`src/rtl/fetch_pkg.sv`:
```
// Shared definitions for the instruction-fetch stage: PC width, increment and reset address.
package fetch_pkg;

  localparam int unsigned PC_W    = 64;
  localparam int unsigned PC_INCR = 4;

  typedef logic [PC_W-1:0] addr_t;

  localparam addr_t RESET_PC = '0;

endpackage

```
`src/rtl/pc_reg.sv`:
```
// Parameterised N-bit program-counter flop with synchronous active-high reset to RESET_PC.
module pc_reg
  import fetch_pkg::*;
#(
  parameter int unsigned N = PC_W
) (
  input  logic         clk,
  input  logic         reset,
  input  logic [N-1:0] d,
  output logic [N-1:0] q
);

  always_ff @(posedge clk) begin
    if (reset) begin
      q <= N'(RESET_PC);
    end else begin
      q <= d;
    end
  end

endmodule

```
`src/rtl/fetch_stage.sv`:
```
// Instruction-fetch stage: holds the PC and picks PC+4 or a branch target every cycle.
// Define FETCH_BRANCH_ALIGN_EN to force branch targets onto a word boundary.
module fetch_stage
  import fetch_pkg::*;
#(
  parameter int unsigned N = PC_W
) (
  input  logic         clk,
  input  logic         reset,
  input  logic         PCSrc_F,
  input  logic [N-1:0] PCBranch_F,
  output logic [N-1:0] imem_addr_F
);

  logic [N-1:0] pc_q;
  logic [N-1:0] pc_plus4;
  logic [N-1:0] branch_eff;
  logic [N-1:0] pc_next;

  // The adder wraps modulo 2^N; there is no carry out by design.
  assign pc_plus4 = pc_q + N'(PC_INCR);

`ifdef FETCH_BRANCH_ALIGN_EN
  assign branch_eff = {PCBranch_F[N-1:2], 2'b00};
`else
  assign branch_eff = PCBranch_F;
`endif

  assign pc_next = PCSrc_F ? branch_eff : pc_plus4;

  pc_reg #(
    .N(N)
  ) u_pc_reg (
    .clk  (clk),
    .reset(reset),
    .d    (pc_next),
    .q    (pc_q)
  );

  assign imem_addr_F = pc_q;

endmodule

```
`config.mk`:
```
export PLATFORM = sky130hd
export DESIGN_NAME = fetch_stage
export DESIGN_NICKNAME = d
export VERILOG_FILES = /design/src/rtl/fetch_pkg.sv /design/src/rtl/pc_reg.sv /design/src/rtl/fetch_stage.sv
export SDC_FILE = /design/constraint.sdc
export NUM_CORES = 1
export LEC_CHECK = 0
export ABC_AREA = 1
export CORE_ASPECT_RATIO = 0.75
export CORE_MARGIN = 5
export CORE_UTILIZATION = 50
export DETAILED_ROUTE_END_ITERATION = 10
export DONT_BUFFER_PORTS = 1
export SLEW_MARGIN = 20
export SYNTH_ARGS = -nofsm -noshare
export SYNTH_HDL_FRONTEND = slang
export SYNTH_SLANG_ARGS = --single-unit
```
`constraint.sdc`:
```
create_clock -name clk -period 1.8 [get_ports clk]
set_input_delay 0.27 -clock clk [delete_from_list [all_inputs] [get_ports clk]]
set_output_delay 0.27 -clock clk [all_outputs]
set_load 0.02 [all_outputs]
```
==> flow_metrics.py, run 1 <==
metrics = {
    "run_status": {
        "status": "finished, final reports clean",
    },
    "timing": {
        "fin_skew_ps": 6.595,
        "layout_min_cycle_time_ps": 1712,
        "rsz0062_at_grt": "true",
        "max_freq_mhz": 583.9,
        "hold_slack_ps": 55.00,
        "finalCritPeriodShare_pct": 95.14,
        "finalWorstSetupSlack_ps": 87.50,
        "setup_viol": 0,
        "worstMarginPinSlew_ps": 351.2,
        "finalHoldViolCount": 0,
        "setup-tns-final_ps": 0,
        "finalMaxSlewViolations": 0,
        "slew_headroom_pct": 76.50,
    },
    "route": {
        "top_layer_used": "met4",
        "route.met3.wl_um": 1774,
        "dr_wl_met2_um": 7024,
        "via_per_inst": 5.241,
        "wl_met1_um": 8040,
        "wl_um": 17080,
        "vias": 5283,
        "wl_per_cell_um": 16.94,
        "first_pass_iters": 5,
        "drc": 0,
        "ant_nets": 0,
        "drt-initial-drc-count": 471,
    },
    "synth": {
        "async_reset_ff_share_pct": 0,
        "ys_seq_area_share_pct": 28.02,
        "ys_ff_latch": 64,
        "synth_top_area_share_pct": 28.02,
        "ys_top_cells_by_area": "dfxtp_1, nor2_1, nand2_1",
        "synthCells": 808,
        "synth_edf_count": 0,
        "ys_warn_count": 0,
        "syn-cell-area_um2": 4572,
        "yosys.area.top_type": "dfxtp_1",
        "synth.avg_cell_area_um2": 5.658,
        "synthFlopType": "dfxtp_1",
        "synth_nets": 876,
        "ys_types": 25,
    },
    "clock_tree": {
        "clk_pin_slew_ps": 60,
        "cts_root_buf": "clkbuf_16",
        "clockBufferDepth": 2,
        "cts_buffers": 9,
        "htreeDepth": 3,
        "hold_buffers": 0,
        "clock_latency_ps": 330,
        "postCtsSetupRepairBufs": 0,
        "cts_sinks": 64,
        "cts_tree": "built",
    },
    "floorplan": {
        "row_count": 30,
        "dieArea_um2": 11180,
        "die_height_um": 92.81,
        "core_um2": 8971,
        "fp.dieW_um": 120.4,
        "initial_core_util_pct": 50.96,
        "ioPinCount": 131,
    },
    "cells_and_area": {
        "final_area_um2": 5744,
        "reg_top3": "u_pc_reg.q: 64 flops",
        "top_register": "u_pc_reg.q",
        "fill_cells": 894,
        "multi_input_area_um2": 2836,
        "finalNetCount": 959,
        "instances_no_fill": 1008,
        "seq_area_um2": 1292,
        "drive_above_1_share_pct": 18.97,
        "layout_common_cells": "nor2_1, nand2_1, inv_1",
        "largest_register_ffs": 64,
        "area_delta_synth_final_pct": 25.64,
        "diodes": 0,
        "layout_commonest_cell": "nor2_1",
    },
    "placement": {
        "routabilityCongestion": 0.9733,
        "dp_cells": 992,
        "place_ws_ps": -38.54,
        "placed_area_um2": 5354,
        "portBuffers": 0,
        "dpl.hpwl_um": 13810,
    },
    "worst_hold_path": {
        "hp-start": "PCSrc_F",
        "worstHoldPathType": "input pin to flip-flop",
    },
    "power_and_ir_drop": {
        "leakage_nw": 2.859,
        "power_density_nw_per_um2": 727.8,
        "ir_worst_vdd_v": 0.0006295,
    },
    "worst_setup_path": {
        "required_ps": 2030,
        "crit_start": "u_pc_reg.q[18]",
        "worstSetupPathType": "flip-flop to flip-flop",
        "r2r-end": "u_pc_reg.q[61]",
        "r2r-start": "u_pc_reg.q[18]",
        "crit_end": "u_pc_reg.q[61]",
        "critPathMaxFanout": 3,
        "worst-r2r-setup-slack_ps": 90,
        "critPathLaunchType": "flip-flop",
        "reg2reg_depth": 10,
        "critPathArrivalTime_ps": 1940,
        "endpoint_kind": "flip-flop",
    },
    "global_routing": {
        "grt_overflow": 0,
        "grt_max_degree": 55,
        "grt_first_pass_wirelength_um": 26260,
        "grt_usage_pct": 30.52,
        "antenna_found_initial": 0,
        "grt_pass1_vias": 4878,
    },
    "flow_run": {
        "maxCapViolCount": 0,
    },
}
## timing repair
item,CTS,global route
pin swaps,0,2
resized for setup,1,31
hold endpoints to repair,0,0
endpoints found under the setup margin,4,27
## worst max-delay path, cell delays in order (launching register included)
cell     delay, ps
dfxtp_1        400
nand2_1        100
buf_4          150
nor2_2         120
nand2_1        120
nor2_1         120
nand2_1        130
o21ai_1        160
nand3_1        160
nand2_1        100
inv_1           40
## through the flow
step | util [%] | total power [W]
floorplan | - | 0.002088
global placement | 59.68 | 0.002360
detailed placement | 59.68 | 0.002378
CTS | 63.14 | 0.004182
global route | 64.03 | 0.004357
finish | 64.03 | 0.004181
## cell families after synthesis
group	after synthesis	synth area share (%)
simple gates	522	48.96
buf+inv	140	11.49
flops	64	28.02
compound gates	52	5.692
xor+xnor	29	5.556
fa+ha+maj	1	0.2736
## power breakdown
group | leakage (nW) | switching (W) | internal (W)
clock network | 0.148 | 0.000672 | 0.00114
logic | 2.18 | 0.000421 | 0.000289
registers | 0.535 | 0.000133 | 0.00152
## layout make-up
class	count	share of cell area (%)
multi-input cells	604	49.38
flip-flops and latches	64	22.50
well taps	112	2.440
inverters	120	7.863
clock inverters	5	0.9584
clock buffers	11	4.400
repair buffers	92	12.46
## layer usage
metal  global-route usage, %  up-vias
met5                       0        -
met4                   6.698        0
met3                   7.753       21
met2                   44.07      237
met1                   45.28     2419
li1                        -     2606
## cell usage after synthesis, types with 12 or more instances
cell type  count
clkbuf_1      17
dfxtp_1       64
inv_1        118
nand2_1      200
nand2_2       12
nand3_1       54
nor2_1       219
o21ai_0       25
o21ai_1       19
xnor2_1       14
xor2_1        15
## worst min-delay path by stage
stage	endpoint	slack (ps)	cells past startpoint
final	u_pc_reg.q[18]	50	2
after global routing	u_pc_reg.q[18]	50	2
after CTS	u_pc_reg.q[18]	50	2
after detailed placement	u_pc_reg.q[18]	390	2
after global placement	u_pc_reg.q[26]	390	2
after floorplan	u_pc_reg.q[3]	400	2
(Power assumes the default switching activity.)
==> run 2, diff against run 1 <==
--- a/config.mk
+++ b/config.mk
@@ -7,7 +7,6 @@
 export LEC_CHECK = 0
 export ABC_AREA = 1
 export CORE_ASPECT_RATIO = 0.75
-export CORE_MARGIN = 5
 export CORE_UTILIZATION = 50
 export DETAILED_ROUTE_END_ITERATION = 10
 export DONT_BUFFER_PORTS = 1
==> run 2 against run 1 <==
Compared with the run above: combinational power shrank 0.7%; total power fell by 6.1%; sequential power barely moved; hold slack better by 1.7 ps; sequential share of layout area rose by 0.29 points; die area decreased by 15%; core utilization is 1.2 points higher; clock-buffer cell count did not move; via count grew 1.5%; routed wire length fell by 2.7%; critical endpoint is now u_pc_reg.q[44].
==> flow_metrics.py, run 2 (same netlist as run 1, synthesis figures left out) <==
metrics = {
    "clock_tree": {
        "htreeDepth": 3,
        "cts_tree": "built",
        "cts_sinks": 64,
        "clk_pin_slew_ps": 50,
        "clock_latency_ps": 330,
        "cts_buffers": 9,
        "clockBufferDepth": 2,
        "cts_root_buf": "clkbuf_16",
        "hold_buffers": 0,
    },
    "route": {
        "ant_nets": 0,
        "wl_per_cell_um": 16.60,
        "drc": 0,
        "vias": 5364,
        "first_pass_iters": 5,
        "via_per_inst": 5.359,
        "drt-initial-drc-count": 533,
        "wl_um": 16620,
    },
    "floorplan": {
        "ioPinCount": 131,
        "initial_core_util_pct": 52.72,
        "core_um2": 8672,
        "fp.dieW_um": 112.4,
        "row_count": 29,
        "dieArea_um2": 9534,
        "die_height_um": 84.81,
    },
    "worst_setup_path": {
        "critPathArrivalTime_ps": 2000,
        "r2r-start": "u_pc_reg.q[29]",
        "critPathMaxFanout": 4,
        "crit_end": "u_pc_reg.q[44]",
        "worstSetupPathType": "flip-flop to flip-flop",
        "worst-r2r-setup-slack_ps": 30,
        "reg2reg_depth": 10,
        "crit_start": "u_pc_reg.q[29]",
        "endpoint_kind": "flip-flop",
        "r2r-end": "u_pc_reg.q[44]",
        "required_ps": 2030,
        "critPathLaunchType": "flip-flop",
    },
    "placement": {
        "place_ws_ps": 24.38,
        "dpl.hpwl_um": 13390,
        "portBuffers": 0,
        "routabilityCongestion": 0.9891,
    },
    "timing": {
        "setup_viol": 0,
        "rsz0062_at_grt": "false",
        "slew_headroom_pct": 69.73,
        "finalWorstSetupSlack_ps": 31.60,
        "max_freq_mhz": 565.5,
        "finalMaxSlewViolations": 0,
        "layout_min_cycle_time_ps": 1768,
        "worstMarginPinSlew_ps": 452.4,
        "setup-tns-final_ps": 0,
        "finalCritPeriodShare_pct": 98.24,
        "fin_skew_ps": 4.431,
        "finalHoldViolCount": 0,
    },
    "worst_hold_path": {
        "hp-start": "PCSrc_F",
        "worstHoldPathType": "input pin to flip-flop",
    },
    "global_routing": {
        "grt_first_pass_wirelength_um": 25170,
        "antenna_found_initial": 0,
        "grt_max_degree": 55,
        "grt_usage_pct": 35.26,
        "grt_overflow": 0,
        "grt_pass1_vias": 4744,
    },
    "power_and_ir_drop": {
        "fin_total_pwr_w": 0.003925,
        "power.share.clock_pct": 39.8,
        "leakage_nw": 2.814,
        "power_density_nw_per_um2": 694.1,
        "power_frac_seq_pct": 42.2,
        "ir_worst_vdd_v": 0.0005418,
        "intPower_w": 0.002724,
        "combPwrFrac_pct": 18.0,
        "switching_share_pct": 30.59,
        "p_sw_w": 0.001201,
    },
    "cells_and_area": {
        "top_register": "u_pc_reg.q",
        "layout_commonest_cell": "nor2_1",
        "seq_area_um2": 1289,
        "multi_input_area_um2": 2823,
        "area_delta_synth_final_pct": 23.67,
        "diodes": 0,
        "layout_common_cells": "nor2_1, nand2_1, inv_1",
        "reg_top3": "u_pc_reg.q: 64 flops",
        "finalNetCount": 957,
        "utilization_pct": 65.20,
        "largest_register_ffs": 64,
        "fill_cells": 845,
        "drive_above_1_share_pct": 17.92,
    },
    "run_status": {
        "status": "finished, final reports clean",
    },
    "flow_run": {
        "maxCapViolCount": 0,
    },
}
## run 2: changes by cell type in the layout (fill, tap and decap cells not counted), moves of 2 or more
| cell | change |
|---|---|
| buf_4 | -2 |
| dfxtp_2 | -3 |
| clkbuf_1 | +2 |
| nor2_4 | -2 |
| clkbuf_8 | -2 |
| nor2_1 | +3 |
| dfxtp_1 | +3 |
## run 2: worst min path at each step
stage | end | cells past startpoint
floorplan | u_pc_reg.q[3] | 2
global placement | u_pc_reg.q[26] | 2
detailed placement | u_pc_reg.q[26] | 2
CTS | u_pc_reg.q[26] | 2
global route | u_pc_reg.q[26] | 2
finish | u_pc_reg.q[26] | 2
## run 2: critical path: stages (launching register included)
cell     delay (ps)
dfxtp_1         350
nand2_1         160
nor2_4          190
buf_4           120
nand2_1         140
inv_1           190
nand3_1         140
o21ai_1         160
nand3_1         100
nand2_1          70
inv_1            40
## run 2: power by group through the flow
stage	registers, W	logic, W	clock network [W]
after floorplan	0.00177	0.000314	0
after global placement	0.00167	0.000680	0
after detailed placement	0.00168	0.000694	0
after CTS	0.00165	0.000698	0.00157
after global routing	0.00167	0.000772	0.00163
final	0.00166	0.000705	0.00156
## run 2: final cells by class
cell class                      count  share of cell area [%]
Timing Repair Buffer               90                   12.39
Multi-Input combinational cell    604                   49.92
Clock buffer                       11                   4.116
Inverter                          120                   7.988
Tap cell                          108                   2.390
Sequential cell                    64                   22.79
Clock inverter                      4                  0.3983
## run 2: layer usage
layer  share of wire (%)  up-vias  track usage, %
met5                   0        -               0
met4                 1.0        0           7.758
met3                  11       20           8.857
met2                  40      294           51.16
met1                  47     2441           52.23
li1                    -     2609               -
## run 2: metrics by stage
stage                     std cells  hold slack, ps  cell area [um2]
after floorplan                 808           404.9             4572
after global placement          986           388.3             5334
after detailed placement        986           391.1             5334
after CTS                      1001           50.48             5589
after global routing           1001           54.64             5654
final                          1001           56.67             5654
## run 2: what timing repair did
item | in CTS | in global routing
resized for setup | 0 | 25
endpoints found under the setup margin | 0 | 29
endpoints found under the hold margin | 0 | 0
setup buffers | 0 | 0
==> run 3, diff against run 2 <==
--- a/config.mk
+++ b/config.mk
@@ -10,6 +10,7 @@
 export CORE_UTILIZATION = 50
 export DETAILED_ROUTE_END_ITERATION = 10
 export DONT_BUFFER_PORTS = 1
+export REMOVE_ABC_BUFFERS = 1
 export SLEW_MARGIN = 20
 export SYNTH_ARGS = -nofsm -noshare
 export SYNTH_HDL_FRONTEND = slang
==> run 3 against run 2 <==
Compared with the run above: cell count is 1.8% lower; hold slack better by 2.5 ps; highest routed layer unchanged; combinational power shrank 3.8%; routed wire length shrank 8.6%; global-route usage decreased by 2.6 points; register-to-register slack better by 60 ps; critical path type unchanged.
==> flow_metrics.py, run 3 (same netlist as run 1, synthesis figures left out) <==
metrics = {
    "run_status": {
        "status": "finished, final reports clean",
    },
    "worst_setup_path": {
        "required_ps": 2040,
        "worst-r2r-setup-slack_ps": 90,
        "critPathArrivalTime_ps": 1950,
        "r2r-end": "u_pc_reg.q[55]",
        "cpLargestDelayFamily": "simple AND/OR/NAND/NOR gates",
        "critPathMaxFanout": 4,
        "critPathMostFrequentCell": "nand2_1",
        "reg2reg_depth": 9,
        "r2r-start": "u_pc_reg.q[38]",
        "worstSetupPathType": "flip-flop to flip-flop",
        "crit_chain": "nand2_1, nor2_1, nand2_1, nor2_1, nand2_1, o21ai_1, nand3_1, nand2_1, inv_1",
        "crit_buf_inv": 1,
        "slowest_delay_ps": 460,
        "endpoint_kind": "flip-flop",
        "critPathLaunchType": "flip-flop",
        "cpMaxStageDelayCell": "dfxtp_1",
    },
    "timing": {
        "finalWorstSetupSlack_ps": 91.72,
        "finalHoldViolCount": 0,
        "layout_min_cycle_time_ps": 1708,
        "setup_viol": 0,
        "fin_skew_ps": 5.995,
        "worstMarginPinSlew_ps": 368.6,
        "max_freq_mhz": 585.4,
        "finalMaxSlewViolations": 0,
        "setup-tns-final_ps": 0,
        "slew_headroom_pct": 75.40,
        "finalCritPeriodShare_pct": 94.90,
    },
    "cells_and_area": {
        "layout_commonest_cell": "nor2_1",
        "area_delta_synth_final_pct": 21.59,
        "layout_common_cells": "nor2_1, nand2_1, inv_1",
        "top_register": "u_pc_reg.q",
        "largest_register_ffs": 64,
        "finalNetCount": 938,
        "drive_above_1_share_pct": 17.14,
        "diodes": 0,
        "final_area_um2": 5559,
        "reg_top3": "u_pc_reg.q: 64 flops",
    },
    "route": {
        "via_per_inst": 5.153,
        "ant_nets": 0,
        "drt-initial-drc-count": 410,
        "vias": 5065,
        "wl_um": 15190,
        "wl_per_cell_um": 15.45,
        "drc": 0,
        "first_pass_iters": 5,
    },
    "global_routing": {
        "grt_first_pass_wirelength_um": 23910,
        "grt_overflow": 0,
        "antenna_found_initial": 0,
        "grt_usage_pct": 32.70,
        "grt_max_degree": 55,
        "grt_pass1_vias": 4712,
    },
    "clock_tree": {
        "cts_root_buf": "clkbuf_16",
        "cts_buffers": 9,
        "cts_sinks": 64,
        "cts_tree": "built",
        "clk_pin_slew_ps": 60,
        "htreeDepth": 3,
        "clockBufferDepth": 2,
        "clock_latency_ps": 340,
    },
    "power_and_ir_drop": {
        "switching_share_pct": 29.54,
        "intPower_w": 0.002936,
        "leakage_nw": 2.749,
        "power.share.clock_pct": 43.8,
        "p_sw_w": 0.001231,
        "ir_worst_vdd_v": 0.0004915,
        "combPwrFrac_pct": 16.3,
        "power_frac_seq_pct": 39.9,
        "power_density_nw_per_um2": 749.4,
    },
    "floorplan": {
        "die_height_um": 84.81,
        "core_um2": 8672,
        "fp.dieW_um": 112.4,
        "initial_core_util_pct": 52.72,
        "row_count": 29,
        "ioPinCount": 131,
        "dieArea_um2": 9534,
    },
    "flow_run": {
        "maxCapViolCount": 0,
    },
    "placement": {
        "routabilityCongestion": 0.9290,
        "place_ws_ps": 4.413,
        "placed_area_um2": 5171,
        "portBuffers": 0,
        "dpl.hpwl_um": 12260,
    },
    "worst_hold_path": {
        "hp-start": "PCSrc_F",
        "min_to": "u_pc_reg.q[26]",
        "worstHoldPathType": "input pin to flip-flop",
        "holdPathStages": 2,
    },
}
==> run 3: final cells by class <==
cell class,count,area (um2)
Fill cell,867,3113
Multi-Input combinational cell,604,2825
Sequential cell,64,1294
Timing Repair Buffer,71,545.5
Inverter,120,451.7
Clock buffer,11,252.7
Tap cell,108,135.1
Clock inverter,5,55.05
==> run 3: stage by stage <==
stage               hold WS [ps]  utilization [%]  power (W)  cells
global route               69.34            64.10   0.004307    983
CTS                        52.26            63.21   0.004152    982
global placement           389.3            59.63   0.002337    966
finish                     59.20            64.10   0.004166    983
detailed placement         402.5            59.63   0.002353    966
floorplan                  381.5                -   0.002064    788
==> run 3: per-layer routing <==
metal / up-vias / part of all wire [%] / wire [um] / track usage (%)
met1: 2271 / 49 / 7419 / 47.26
met2: 197 / 42 / 6334 / 48.96
li1: 2572 / - / - / -
met4: 0 / 1.5 / 227 / 8.848
met5: - / 0 / 0 / 0
met3: 25 / 7.9 / 1205 / 7.214
==> run 3: worst max path at each step <==
stage	start	to	slack, ps	cells past startpoint
after floorplan	u_pc_reg.q[3]	u_pc_reg.q[58]	90	10
after global placement	u_pc_reg.q[3]	u_pc_reg.q[30]	20	10
after detailed placement	u_pc_reg.q[3]	u_pc_reg.q[38]	4	10
after CTS	u_pc_reg.q[3]	u_pc_reg.q[30]	60	10
after global routing	u_pc_reg.q[17]	u_pc_reg.q[61]	-8	9
final	u_pc_reg.q[38]	u_pc_reg.q[55]	90	9
==> run 3: power by group through the flow <==
stage	Sequential, W	Combinational, W	Clock, W
floorplan	0.00177	0.000290	0
global placement	0.00168	0.000659	0
detailed placement	0.00168	0.000672	0
CTS	0.00165	0.000676	0.00183
global route	0.00167	0.000749	0.00189
finish	0.00166	0.000678	0.00183
==> run 3: repair_timing <==
item / CTS / global route
gates cloned: 0 / 0
gates resized for setup: 1 / 28
hold endpoints to repair: 0 / 0
pin swaps: 0 / 3
setup buffers: 0 / 1
setup endpoints to repair: 2 / 21
hold buffers: 0 / 0
